### src/rtl/dcm_supervisor_if.sv
// dcm_supervisor_if: DCM control, lock status and reset outputs
// of the clock-stage supervisor.
interface dcm_supervisor_if;
  logic       ext_reset;
  logic       dcm1_locked;
  logic       dcm2_locked;
  logic       dcm1_rst;
  logic       dcm2_rst;
  logic       ddr_clk_ok;
  logic       sys_reset;
  logic [3:0] retry_count;
  logic       fail;

  modport master (
    input  ext_reset,
    input  dcm1_locked,
    input  dcm2_locked,
    output dcm1_rst,
    output dcm2_rst,
    output ddr_clk_ok,
    output sys_reset,
    output retry_count,
    output fail
  );

  modport slave (
    output ext_reset,
    output dcm1_locked,
    output dcm2_locked,
    input  dcm1_rst,
    input  dcm2_rst,
    input  ddr_clk_ok,
    input  sys_reset,
    input  retry_count,
    input  fail
  );
endinterface

### src/rtl/dcm_supervisor.sv
// dcm_supervisor: reset/lock sequencer for two cascaded DCM stages.
// Define DCM_SUPERVISOR_RETRY_LIMIT_EN to stop in FAIL after MAX_RETRIES.
module dcm_supervisor #(
  parameter int RST_CYCLES   = 4,
  parameter int LOCK_TIMEOUT = 65535,
  parameter int STRETCH      = 16777215,
  parameter int MAX_RETRIES  = 7
) (
  input  logic clk,
  input  logic reset_n,
  dcm_supervisor_if.master io
);

  localparam int M01 =
    (RST_CYCLES > LOCK_TIMEOUT) ? RST_CYCLES : LOCK_TIMEOUT;
  localparam int MAXC = (M01 > STRETCH) ? M01 : STRETCH;
  localparam int CW   = (MAXC < 2) ? 1 : $clog2(MAXC + 1);

`ifdef DCM_SUPERVISOR_RETRY_LIMIT_EN
  localparam bit LIMIT_EN = 1'b1;
`else
  localparam bit LIMIT_EN = 1'b0;
`endif

  typedef enum logic [2:0] {
    S_RST1,
    S_WAIT1,
    S_RST2,
    S_WAIT2,
    S_STRETCH,
    S_RUN,
    S_FAIL
  } state_t;

  state_t        state;
  state_t        state_nxt;
  logic [CW-1:0] cnt;
  logic [CW-1:0] cnt_nxt;
  logic [3:0]    retry_q;
  logic [3:0]    retry_nxt;
  logic [3:0]    retry_inc;

  // bit 0: dcm1_locked, bit 1: dcm2_locked, bit 2: ext_reset
  logic [2:0] sync1;
  logic [2:0] sync2;
  logic       l1;
  logic       l2;
  logic       er;

  logic rst_done;
  logic str_done;
  logic tmo;
  logic exhausted;

  logic dcm1_rst_q;
  logic dcm2_rst_q;
  logic ddr_ok_q;
  logic sys_reset_q;

  assign l1 = sync2[0];
  assign l2 = sync2[1];
  assign er = sync2[2];

  assign rst_done  = (cnt == CW'(RST_CYCLES - 1));
  assign str_done  = (cnt == CW'(STRETCH - 1));
  assign tmo       = (cnt == CW'(LOCK_TIMEOUT - 1));
  assign retry_inc = (retry_q == 4'hf) ? retry_q : retry_q + 4'd1;
  assign exhausted = LIMIT_EN &&
                     (int'(retry_q) >= MAX_RETRIES);

  always_comb begin
    state_nxt = state;
    cnt_nxt   = cnt + 1'b1;
    retry_nxt = retry_q;
    unique case (state)
      S_RST1: begin
        if (rst_done) state_nxt = S_WAIT1;
      end
      S_WAIT1: begin
        if (l1) begin
          state_nxt = S_RST2;
        end else if (tmo) begin
          retry_nxt = retry_inc;
          state_nxt = exhausted ? S_FAIL : S_RST1;
        end
      end
      S_RST2: begin
        if (!l1) state_nxt = S_RST1;
        else if (rst_done) state_nxt = S_WAIT2;
      end
      S_WAIT2: begin
        if (!l1) begin
          state_nxt = S_RST1;
        end else if (l2) begin
          state_nxt = S_STRETCH;
        end else if (tmo) begin
          retry_nxt = retry_inc;
          state_nxt = exhausted ? S_FAIL : S_RST2;
        end
      end
      S_STRETCH: begin
        if (!l1) state_nxt = S_RST1;
        else if (!l2) state_nxt = S_RST2;
        else if (er) cnt_nxt = '0;
        else if (str_done) state_nxt = S_RUN;
      end
      S_RUN: begin
        cnt_nxt = cnt;
        if (!l1) state_nxt = S_RST1;
        else if (!l2) state_nxt = S_RST2;
        else if (er) state_nxt = S_STRETCH;
      end
      S_FAIL: begin
        cnt_nxt = cnt;
      end
      default: begin
        state_nxt = S_RST1;
      end
    endcase
    if (state_nxt != state) cnt_nxt = '0;
  end

  // Outputs decode the next state so they move with the state register.
  always_ff @(posedge clk or negedge reset_n) begin
    if (!reset_n) begin
      sync1       <= '0;
      sync2       <= '0;
      state       <= S_RST1;
      cnt         <= '0;
      retry_q     <= '0;
      dcm1_rst_q  <= 1'b1;
      dcm2_rst_q  <= 1'b1;
      ddr_ok_q    <= 1'b0;
      sys_reset_q <= 1'b1;
    end else begin
      sync1 <= {io.ext_reset, io.dcm2_locked, io.dcm1_locked};
      sync2 <= sync1;
      state       <= state_nxt;
      cnt         <= cnt_nxt;
      retry_q     <= retry_nxt;
      dcm1_rst_q  <= state_nxt inside {S_RST1, S_FAIL};
      dcm2_rst_q  <= state_nxt inside
                     {S_RST1, S_WAIT1, S_RST2, S_FAIL};
      ddr_ok_q    <= state_nxt inside {S_STRETCH, S_RUN};
      sys_reset_q <= (state_nxt != S_RUN);
    end
  end

`ifdef DCM_SUPERVISOR_RETRY_LIMIT_EN
  logic fail_q;

  always_ff @(posedge clk or negedge reset_n) begin
    if (!reset_n) fail_q <= 1'b0;
    else fail_q <= (state_nxt == S_FAIL);
  end

  assign io.fail = fail_q;
`else
  assign io.fail = 1'b0;
`endif

  assign io.dcm1_rst    = dcm1_rst_q;
  assign io.dcm2_rst    = dcm2_rst_q;
  assign io.ddr_clk_ok  = ddr_ok_q;
  assign io.sys_reset   = sys_reset_q;
  assign io.retry_count = retry_q;

endmodule
### src/flat_wrapper.sv
// flat-port wrapper written by rule: the top's interface ports become plain ports
module dcm_supervisor_flat 
#(
  parameter int RST_CYCLES   = 4,
  parameter int LOCK_TIMEOUT = 65535,
  parameter int STRETCH      = 16777215,
  parameter int MAX_RETRIES  = 7
)
  (clk, reset_n, io_ext_reset, io_dcm1_locked, io_dcm2_locked, io_dcm1_rst, io_dcm2_rst, io_ddr_clk_ok, io_sys_reset, io_retry_count, io_fail);
  dcm_supervisor_if io_i ();
  input  logic clk;
  input  logic reset_n;
  input wire logic [$bits(io_i.ext_reset)-1:0] io_ext_reset;
  input wire logic [$bits(io_i.dcm1_locked)-1:0] io_dcm1_locked;
  input wire logic [$bits(io_i.dcm2_locked)-1:0] io_dcm2_locked;
  output wire logic [$bits(io_i.dcm1_rst)-1:0] io_dcm1_rst;
  output wire logic [$bits(io_i.dcm2_rst)-1:0] io_dcm2_rst;
  output wire logic [$bits(io_i.ddr_clk_ok)-1:0] io_ddr_clk_ok;
  output wire logic [$bits(io_i.sys_reset)-1:0] io_sys_reset;
  output wire logic [$bits(io_i.retry_count)-1:0] io_retry_count;
  output wire logic [$bits(io_i.fail)-1:0] io_fail;
  assign io_i.ext_reset = io_ext_reset;
  assign io_i.dcm1_locked = io_dcm1_locked;
  assign io_i.dcm2_locked = io_dcm2_locked;
  assign io_dcm1_rst = io_i.dcm1_rst;
  assign io_dcm2_rst = io_i.dcm2_rst;
  assign io_ddr_clk_ok = io_i.ddr_clk_ok;
  assign io_sys_reset = io_i.sys_reset;
  assign io_retry_count = io_i.retry_count;
  assign io_fail = io_i.fail;
  dcm_supervisor #(.RST_CYCLES(RST_CYCLES), .LOCK_TIMEOUT(LOCK_TIMEOUT), .STRETCH(STRETCH), .MAX_RETRIES(MAX_RETRIES)) u_core (.clk(clk), .reset_n(reset_n), .io(io_i));
endmodule
### config.mk
export PLATFORM = sky130hd
export DESIGN_NAME = dcm_supervisor_flat
export DESIGN_NICKNAME = d
export VERILOG_FILES = /design/src/rtl/dcm_supervisor_if.sv /design/src/rtl/dcm_supervisor.sv /design/src/flat_wrapper.sv
export SDC_FILE = /design/constraint.sdc
export NUM_CORES = 1
export LEC_CHECK = 0
export ABC_CLOCK_PERIOD_IN_PS = 2300
export CAP_MARGIN = 0
export CORE_AREA = 3 3 82 84
export CTS_CLUSTER_DIAMETER = 200
export DETAILED_ROUTE_END_ITERATION = 12
export DIE_AREA = 0 0 85 87
export MAX_ROUTING_LAYER = met4
export SYNTH_ARGS = -nofsm -noshare
export SYNTH_HDL_FRONTEND = slang
export SYNTH_SLANG_ARGS = --single-unit
### constraint.sdc
create_clock -name clk -period 2.3 [get_ports clk]
set_input_delay 0.345 -clock clk [delete_from_list [all_inputs] [get_ports clk]]
set_output_delay 0.345 -clock clk [all_outputs]
set_load 0.02 [all_outputs]
==> metrics, run 1 <==
status=completed; final cycle utilization of the critical path=0.8967; DRT antenna net count=0; DP Area=2525 um2; area delta synth->final=15.09%; sequential share of power=0.451; area occupied by multi-input gates=1172 um2; Netlist cell types=51; hold path startpoint=u_core.sync1[0]; worst slew pin tran=0.5360 ns; hold path endpoint=u_core.sync2[0]; Clock Power Share=0.248; Gate Count Post-Synth=234; fin crit period=2.062 ns; top-level port count=14; final wirelength=4708 um; Leak=0.001126 uW; cts hold-fix bufs=1; Critical Path RT=2.50 ns; WL/cell=14.22 um; Final Hold Viols=0; post-synthesis sequential area ratio=0.4515; Comb power frac=0.302; # fillers=580; Critical Path Source Type=flip-flop; Worst IR Drop VDD=0.5180 mV; Max Slew Vio Count=0; number of port buffers=12; Internal Power=1286 uW; RSZ-0062 raised after global routing=false; 1st-iter DRT viols=76; vias in the first global route=1744; Reg clk slew, reported paths=0.07 ns; Yosys reg bits=41; pwr dens=748.7 nW/um2; drt drc=0; Final Cell Area=2625 um2; DP HPWL=3329 um; CP peak stage delay=0.62 ns; CP Capture Type=flip-flop; Die Y=87 um; # setup viols final=0; Fin Setup TNS=0 ns; PostCTS Resize Cnt=0; initial antenna violation count=0; CTS sink cnt=41; number of setup buffers added after CTS=0; R2R cell count=6; Avg Vias per Cell=5.420; Netlist Area Pre-Place=2281 um2; asr flop ratio synth=1.000; largest net degree at the start of global routing=26; Post-Place Setup Slack=0.2463 ns; final net count=263; critical path peak fanout=24; prevailing post-synth register cell=dfrtp_1; gr usage total=0.1464; MaxCap Viol Count=0; TritonCTS Buffers=5; share of layout cells above drive strength 1=0.1211; First-pass DRT Iterations=4; CTS tree=built; net count of the mapped netlist=242; Pwr Total=1965 uW; Worst Hold Depth=0; Clock Path Buffers=2; Core Area=5991 um2; clk_lat worst skew=0.30 ns; HP Class=reg -> reg; critical path type=reg -> reg; Yosys Warn Count=0; NetSw=679.4 uW; H-tree depth=2; register area=1030 um2; Antenna diodes=0; Sw Share=0.3457; remaining global-route overflow=0; Final WS setup=0.2376 ns; reg-to-reg slack, setup=0.24 ns; Post-synth EDFFs=0; Core Util, Final=0.4382; gp weighted congestion=0.8072; CP arrival=2.26 ns; initial core utilization=0.3807; Slew HR=0.6393; critical path's slowest cell=dfrtp_1; r2r endpoint=u_core.cnt[12]; reg-to-reg critical path startpoint=u_core.state[1]; clock skew=0.005056 ns; Max Freq=484.9 MHz; worst-path cell chain=and3b_1 -> o21ai_0 -> a31oi_2 -> o221ai_4 -> buf_12 -> nor4_1; site row count=28; first-pass GRT wire length=8355 um; root buf cell=clkbuf_8; Die W=85 um; Die ar.=7395 um2; Syn Area/Cell=9.748 um2; routed via count=1794
[metrics by stage]
stage / hold WS (ns) / std cells
floorplan: 0.04941 / 234
global placement: 0.2780 / 322
detailed placement: 0.2785 / 322
CTS: 0.3552 / 331
global route: 0.3589 / 331
finish: 0.3523 / 331
[state kept, by name, summed over array words and instances (netlist names)]
name and cells:
u_core.cnt 24, u_core.io.dcm1_rst 1, u_core.io.dcm2_rst 1, u_core.io.ddr_clk_ok 1, u_core.io.retry_count 4, u_core.io.sys_reset 1
u_core.state 3, u_core.sync1 3, u_core.sync2 3
[Yosys cell counts, drive strengths merged, types with 2 or more instances]
library cell / instances / area (um2)
dfrtp: 38 / 950.9
nor3: 24 / 141.4
nand2: 17 / 63.81
o21ai: 15 / 75.07
xor2: 15 / 131.4
nand4: 11 / 68.82
nor2: 11 / 41.29
nand3: 9 / 45.04
nor4: 7 / 50.05
a211oi: 6 / 50.05
and3: 6 / 37.54
buf: 6 / 45.04
inv: 5 / 18.77
nand2b: 5 / 31.28
nor2b: 5 / 31.28
a21oi: 4 / 20.02
and4: 4 / 35.03
clkbuf: 4 / 15.01
a22oi: 3 / 22.52
and2: 3 / 18.77
dfstp: 3 / 78.83
ha: 3 / 37.54
or3: 3 / 18.77
xnor2: 3 / 26.28
a2bb2oi: 2 / 17.52
a31oi: 2 / 18.77
nand3b: 2 / 15.01
o311ai: 2 / 17.52
or4: 2 / 22.52
[power by group through the flow]
| stage | combinational, uW | sequential, uW | clock [uW] |
|---|---|---|---|
| after floorplan | 465 | 871 | 0 |
| after global placement | 600 | 895 | 0 |
| after detailed placement | 606 | 898 | 0 |
| after CTS | 607 | 883 | 507 |
| after global routing | 666 | 900 | 534 |
| final | 593 | 886 | 486 |
[critical path: cells and delay by family (launching register included)]
kind | cells | cell delay, ns
AOI/OAI and AO/OA | 3 | 0.69
DFF | 1 | 0.62
and+or+nand+nor | 2 | 0.46
buffers and inverters | 1 | 0.18
[routing by layer]
| layer | global-route usage | up-vias | part of all wire |
|---|---|---|---|
| met2 | 0.2041 | 29 | 0.45 |
| li1 | - | 906 | - |
| met4 | 0.06906 | 0 | 0.024 |
| met3 | 0.02838 | 10 | 0.033 |
| met5 | - | - | 0 |
| met1 | 0.2040 | 849 | 0.50 |
[kinds of logic (layout without fill, tap and decap cells)]
family | after synthesis | count (layout) | share of synthesized area
mux | 2 | 2 | 0.009325
flops | 41 | 41 | 0.4515
xor+xnor | 18 | 18 | 0.06912
fa+ha+maj | 3 | 3 | 0.01646
simple gates | 114 | 114 | 0.2902
buf+inv | 15 | 37 | 0.03456
compound gates | 40 | 40 | 0.1273
other cells | 1 | 1 | 0.001644
[cells in the final DEF, fill, tap and decap left out, types with 2 or more instances in the layout]
cell type / synthesis / layout
a2bb2oi_1: 2 / 2
nand3_1: 9 / 9
ha_1: 3 / 3
o21ai_0: 15 / 15
and4_1: 4 / 4
a21oi_1: 4 / 4
inv_1: 5 / 5
nand2_1: 17 / 17
nor2_1: 11 / 11
or3_1: 3 / 3
a22oi_1: 3 / 3
nand4_1: 11 / 11
xnor2_1: 3 / 3
a211oi_1: 5 / 5
and3_1: 6 / 6
clkbuf_1: 4 / 2
dfstp_2: 3 / 3
clkbuf_8: 0 / 6
and2_1: 3 / 3
nor2b_1: 5 / 5
nand2b_1: 5 / 5
clkdlybuf4s50_1: 0 / 11
nor4_1: 6 / 6
buf_4: 1 / 10
nor3_1: 21 / 21
nor3_2: 2 / 2
dfrtp_1: 38 / 38
nand3b_1: 2 / 2
xor2_1: 15 / 15
or4_4: 2 / 2
[worst max-delay path by stage]
stage | startpoint | end | slack (ns) | cells after the start
finish | u_core.state[1] | u_core.cnt[12] | 0.24 | 6
global route | u_core.state[0] | u_core.cnt[12] | 0.05 | 6
CTS | u_core.state[0] | u_core.cnt[12] | 0.23 | 6
detailed placement | u_core.state[0] | u_core.cnt[12] | 0.25 | 6
global placement | u_core.state[0] | u_core.cnt[12] | 0.29 | 6
floorplan | u_core.cnt[21] | u_core.cnt[0] | 0.42 | 6
[cell type report]
| cell class | instances | share of cell area |
|---|---|---|
| clock buffers | 8 | 0.03432 |
| inverters | 5 | 0.007150 |
| multi-input cells | 178 | 0.4466 |
| flip-flops and latches | 41 | 0.3923 |
| well taps | 75 | 0.03575 |
| repair buffers | 24 | 0.08389 |
Power figures use the tool's default switching activity.
==> run 2, diff against run 1 <==
--- a/config.mk
+++ b/config.mk
@@ -5,13 +5,14 @@
 export SDC_FILE = /design/constraint.sdc
 export NUM_CORES = 1
 export LEC_CHECK = 0
-export ABC_CLOCK_PERIOD_IN_PS = 2300
+export ABC_CLOCK_PERIOD_IN_PS = 1700
 export CAP_MARGIN = 0
 export CORE_AREA = 3 3 82 84
 export CTS_CLUSTER_DIAMETER = 200
 export DETAILED_ROUTE_END_ITERATION = 12
 export DIE_AREA = 0 0 85 87
 export MAX_ROUTING_LAYER = met4
+export SKIP_LAST_GASP = 1
 export SYNTH_ARGS = -nofsm -noshare
 export SYNTH_HDL_FRONTEND = slang
 export SYNTH_SLANG_ARGS = --single-unit
==> constraint.sdc (replaced) <==
create_clock -name clk -period 1.7 [get_ports clk]
set_input_delay 0.255 -clock clk [delete_from_list [all_inputs] [get_ports clk]]
set_output_delay 0.255 -clock clk [all_outputs]
set_load 0.02 [all_outputs]
==> run 2 against run 1 <==
Compared with the run above:
- the run now ends with negative setup slack left
- sequential power is 31% higher
- die area stayed put
- routed wire length is 15% higher
- sequential share of layout area is 5.5 points lower
- global-route usage is 1.8 points higher
- clock power is 37% higher
- worst hold slack worse by 0.0013 ns
- setup slack worse by 0.40 ns
- first-iteration DRC count is 11% lower
- register-to-register slack worse by 0.40 ns
- final cell count is 15% higher
- critical path type unchanged
- largest power group unchanged
==> metrics, run 2 (synthesis results as in run 1) <==
max reg flops=24 (unchanged); failing checks=negative setup slack; vias in the first global route=1951 (+12%); Die Y=87 um (unchanged); gr usage total=0.1641 (+0.01763); Fin Setup TNS=-3.953 ns (-3.953 ns); reg-to-reg slack, setup=-0.16 ns (-0.40 ns); WL/cell=14.26 um (+0.24%); H-tree depth=2 (unchanged); Largest delay share family, worst path=simple AND/OR/NAND/NOR gates; CP peak stage delay=0.57 ns (-0.05 ns); critical path type=reg -> reg; 1st-iter DRT viols=68 (-11%); Top reg by flops=u_core.cnt; Die ar.=7395 um2 (unchanged); HP Class=reg -> reg; CP Buf/Inv Count=1 (unchanged); Inst Count DP=372 (+16%); Post-Place Setup Slack=-0.1768 ns (-0.4231 ns); routed via count=1989 (+11%); hold path endpoint=u_core.sync2[0]; Max Freq=537.6 MHz (+11%); Final WS setup=-0.1601 ns (-0.3977 ns); CTS sink cnt=41 (unchanged); largest net degree at the start of global routing=42 (+62%); drt drc=0 (unchanged); initial antenna violation count=0 (unchanged); clock skew=0.01237 ns (+0.007318 ns); R2R cell count=6 (unchanged); number of port buffers=12 (unchanged); Final Hold Viols=0 (unchanged); Critical Path Source Type=flip-flop; reg-to-reg critical path startpoint=u_core.cnt[23]; gp weighted congestion=0.8944 (+11%); clk_lat worst skew=0.30 ns (about the same); crit path from=u_core.cnt[23]; DP HPWL=4084 um (+23%); final cycle utilization of the critical path=1.094 (+0.1975); Max Slew Vio Count=0 (unchanged); Core Area=5991 um2 (unchanged); area delta synth->final=33.79%; share of layout cells above drive strength 1=0.2843 (+0.1632); DRT antenna net count=0 (unchanged); Die W=85 um (unchanged); first-pass GRT wire length=9315 um (+11%); commonest non-fill, non-tap cell in the layout=buf_4; Non-Filler Instances=381 (+15%); Avg Vias per Cell=5.220 (-3.7%); # fillers=578 (-0.34%); TritonCTS Buffers=5 (unchanged); DP Area=2910 um2 (+15%); remaining global-route overflow=0 (unchanged); CP arrival=2.04 ns (-0.22 ns); RSZ-0062 raised after global routing=true; fin crit period=1.860 ns (-0.2023 ns); First-pass DRT Iterations=4 (unchanged); critical path's slowest cell=or4_4; MaxCap Viol Count=0 (unchanged); pwr dens=952.7 nW/um2 (+27%); Worst IR Drop VDD=0.9018 mV (+74%); root buf cell=clkbuf_8; final wirelength=5432 um (+15%); hold path startpoint=u_core.sync1[0]; final net count=313 (+19%); Leak=0.001410 uW (+25%); # setup viols final=31 (+31); CP Capture Type=flip-flop; minimum hold slack=0.3510 ns (-0.001287 ns); Antenna diodes=0 (unchanged); top-level port count=14 (unchanged); status=finished, violations left; critical path peak fanout=10 (-58%); initial core utilization=0.3807 (unchanged); Critical Path RT=1.88 ns (-0.62 ns); Final Cell Area=3052 um2 (+16%); site row count=28 (unchanged); most frequent cells in the layout=buf_4, dfrtp_1, nor3_1, nand2_1, xor2_1; worst-path cell chain=or4_4 -> nor3_4 -> a31oi_2 -> o221ai_4 -> buf_6 -> a211oi_1; Clock Path Buffers=2 (unchanged); Reg clk slew, reported paths=0.08 ns (about the same); CTS tree=built; r2r endpoint=u_core.cnt[7]; Worst Hold Depth=0 (unchanged)
==> run 2: worst max path at each step <==
stage | endpoint | slack, ns | depth (start not counted)
2_1_floorplan | u_core.cnt[0] | -0.14 | 6
3_3_place_gp | u_core.cnt[0] | -0.16 | 6
3_5_place_dp | u_core.cnt[7] | -0.18 | 6
4_1_cts | u_core.cnt[22] | -0.16 | 6
5_1_grt | u_core.cnt[7] | -0.24 | 6
6_report | u_core.cnt[7] | -0.16 | 6
==> run 2: where the power goes <==
group | internal (uW) | leakage [uW] | switching, uW | total, uW
clock | 329 | 0.0000512 | 339 | 668
combinational | 510 | 0.000815 | 571 | 1080
sequential | 1070 | 0.000543 | 85.3 | 1160
==> run 2: final cells by class <==
class / instances / area (um2) / area share
Clock inverter: 2 / 13.76 / 0.004510
Sequential cell: 41 / 1030 / 0.3374
Timing Repair Buffer: 74 / 613.1 / 0.2009
Clock buffer: 6 / 82.58 / 0.02706
Multi-Input combinational cell: 178 / 1200 / 0.3932
Inverter: 5 / 18.77 / 0.006150
Tap cell: 75 / 93.84 / 0.03075
==> run 2: through the flow <==
step,util,power (uW)
after floorplan,-,1815
after global placement,0.4858,2206
after detailed placement,0.4858,2222
after CTS,0.5042,2913
after global routing,0.5094,3092
final,0.5094,2907
==> run 2: metal layers <==
layer  up-vias  wire (um)  GRT usage  part of all wire
met4         0         67    0.04748             0.012
met1       957       2591     0.2072              0.48
met3         5        163    0.03690             0.030
li1       1003          -          -                 -
met2        24       2610     0.2648              0.48
met5         -          0          -                 0
==> run 2: what timing repair did <==
item	CTS	global route
endpoints found under the hold margin	38	0
setup buffers	0	0
gates resized for setup	2	10
hold buffers	1	0
setup endpoints to repair	31	35
==> run 2: worst reg2reg max path, cell delays in order (launching register included) <==
cell and delay (ns):
dfrtp_1 0.38, or4_4 0.57, nor3_4 0.19, a31oi_2 0.14, o221ai_4 0.20, buf_6 0.20, a211oi_1 0.07
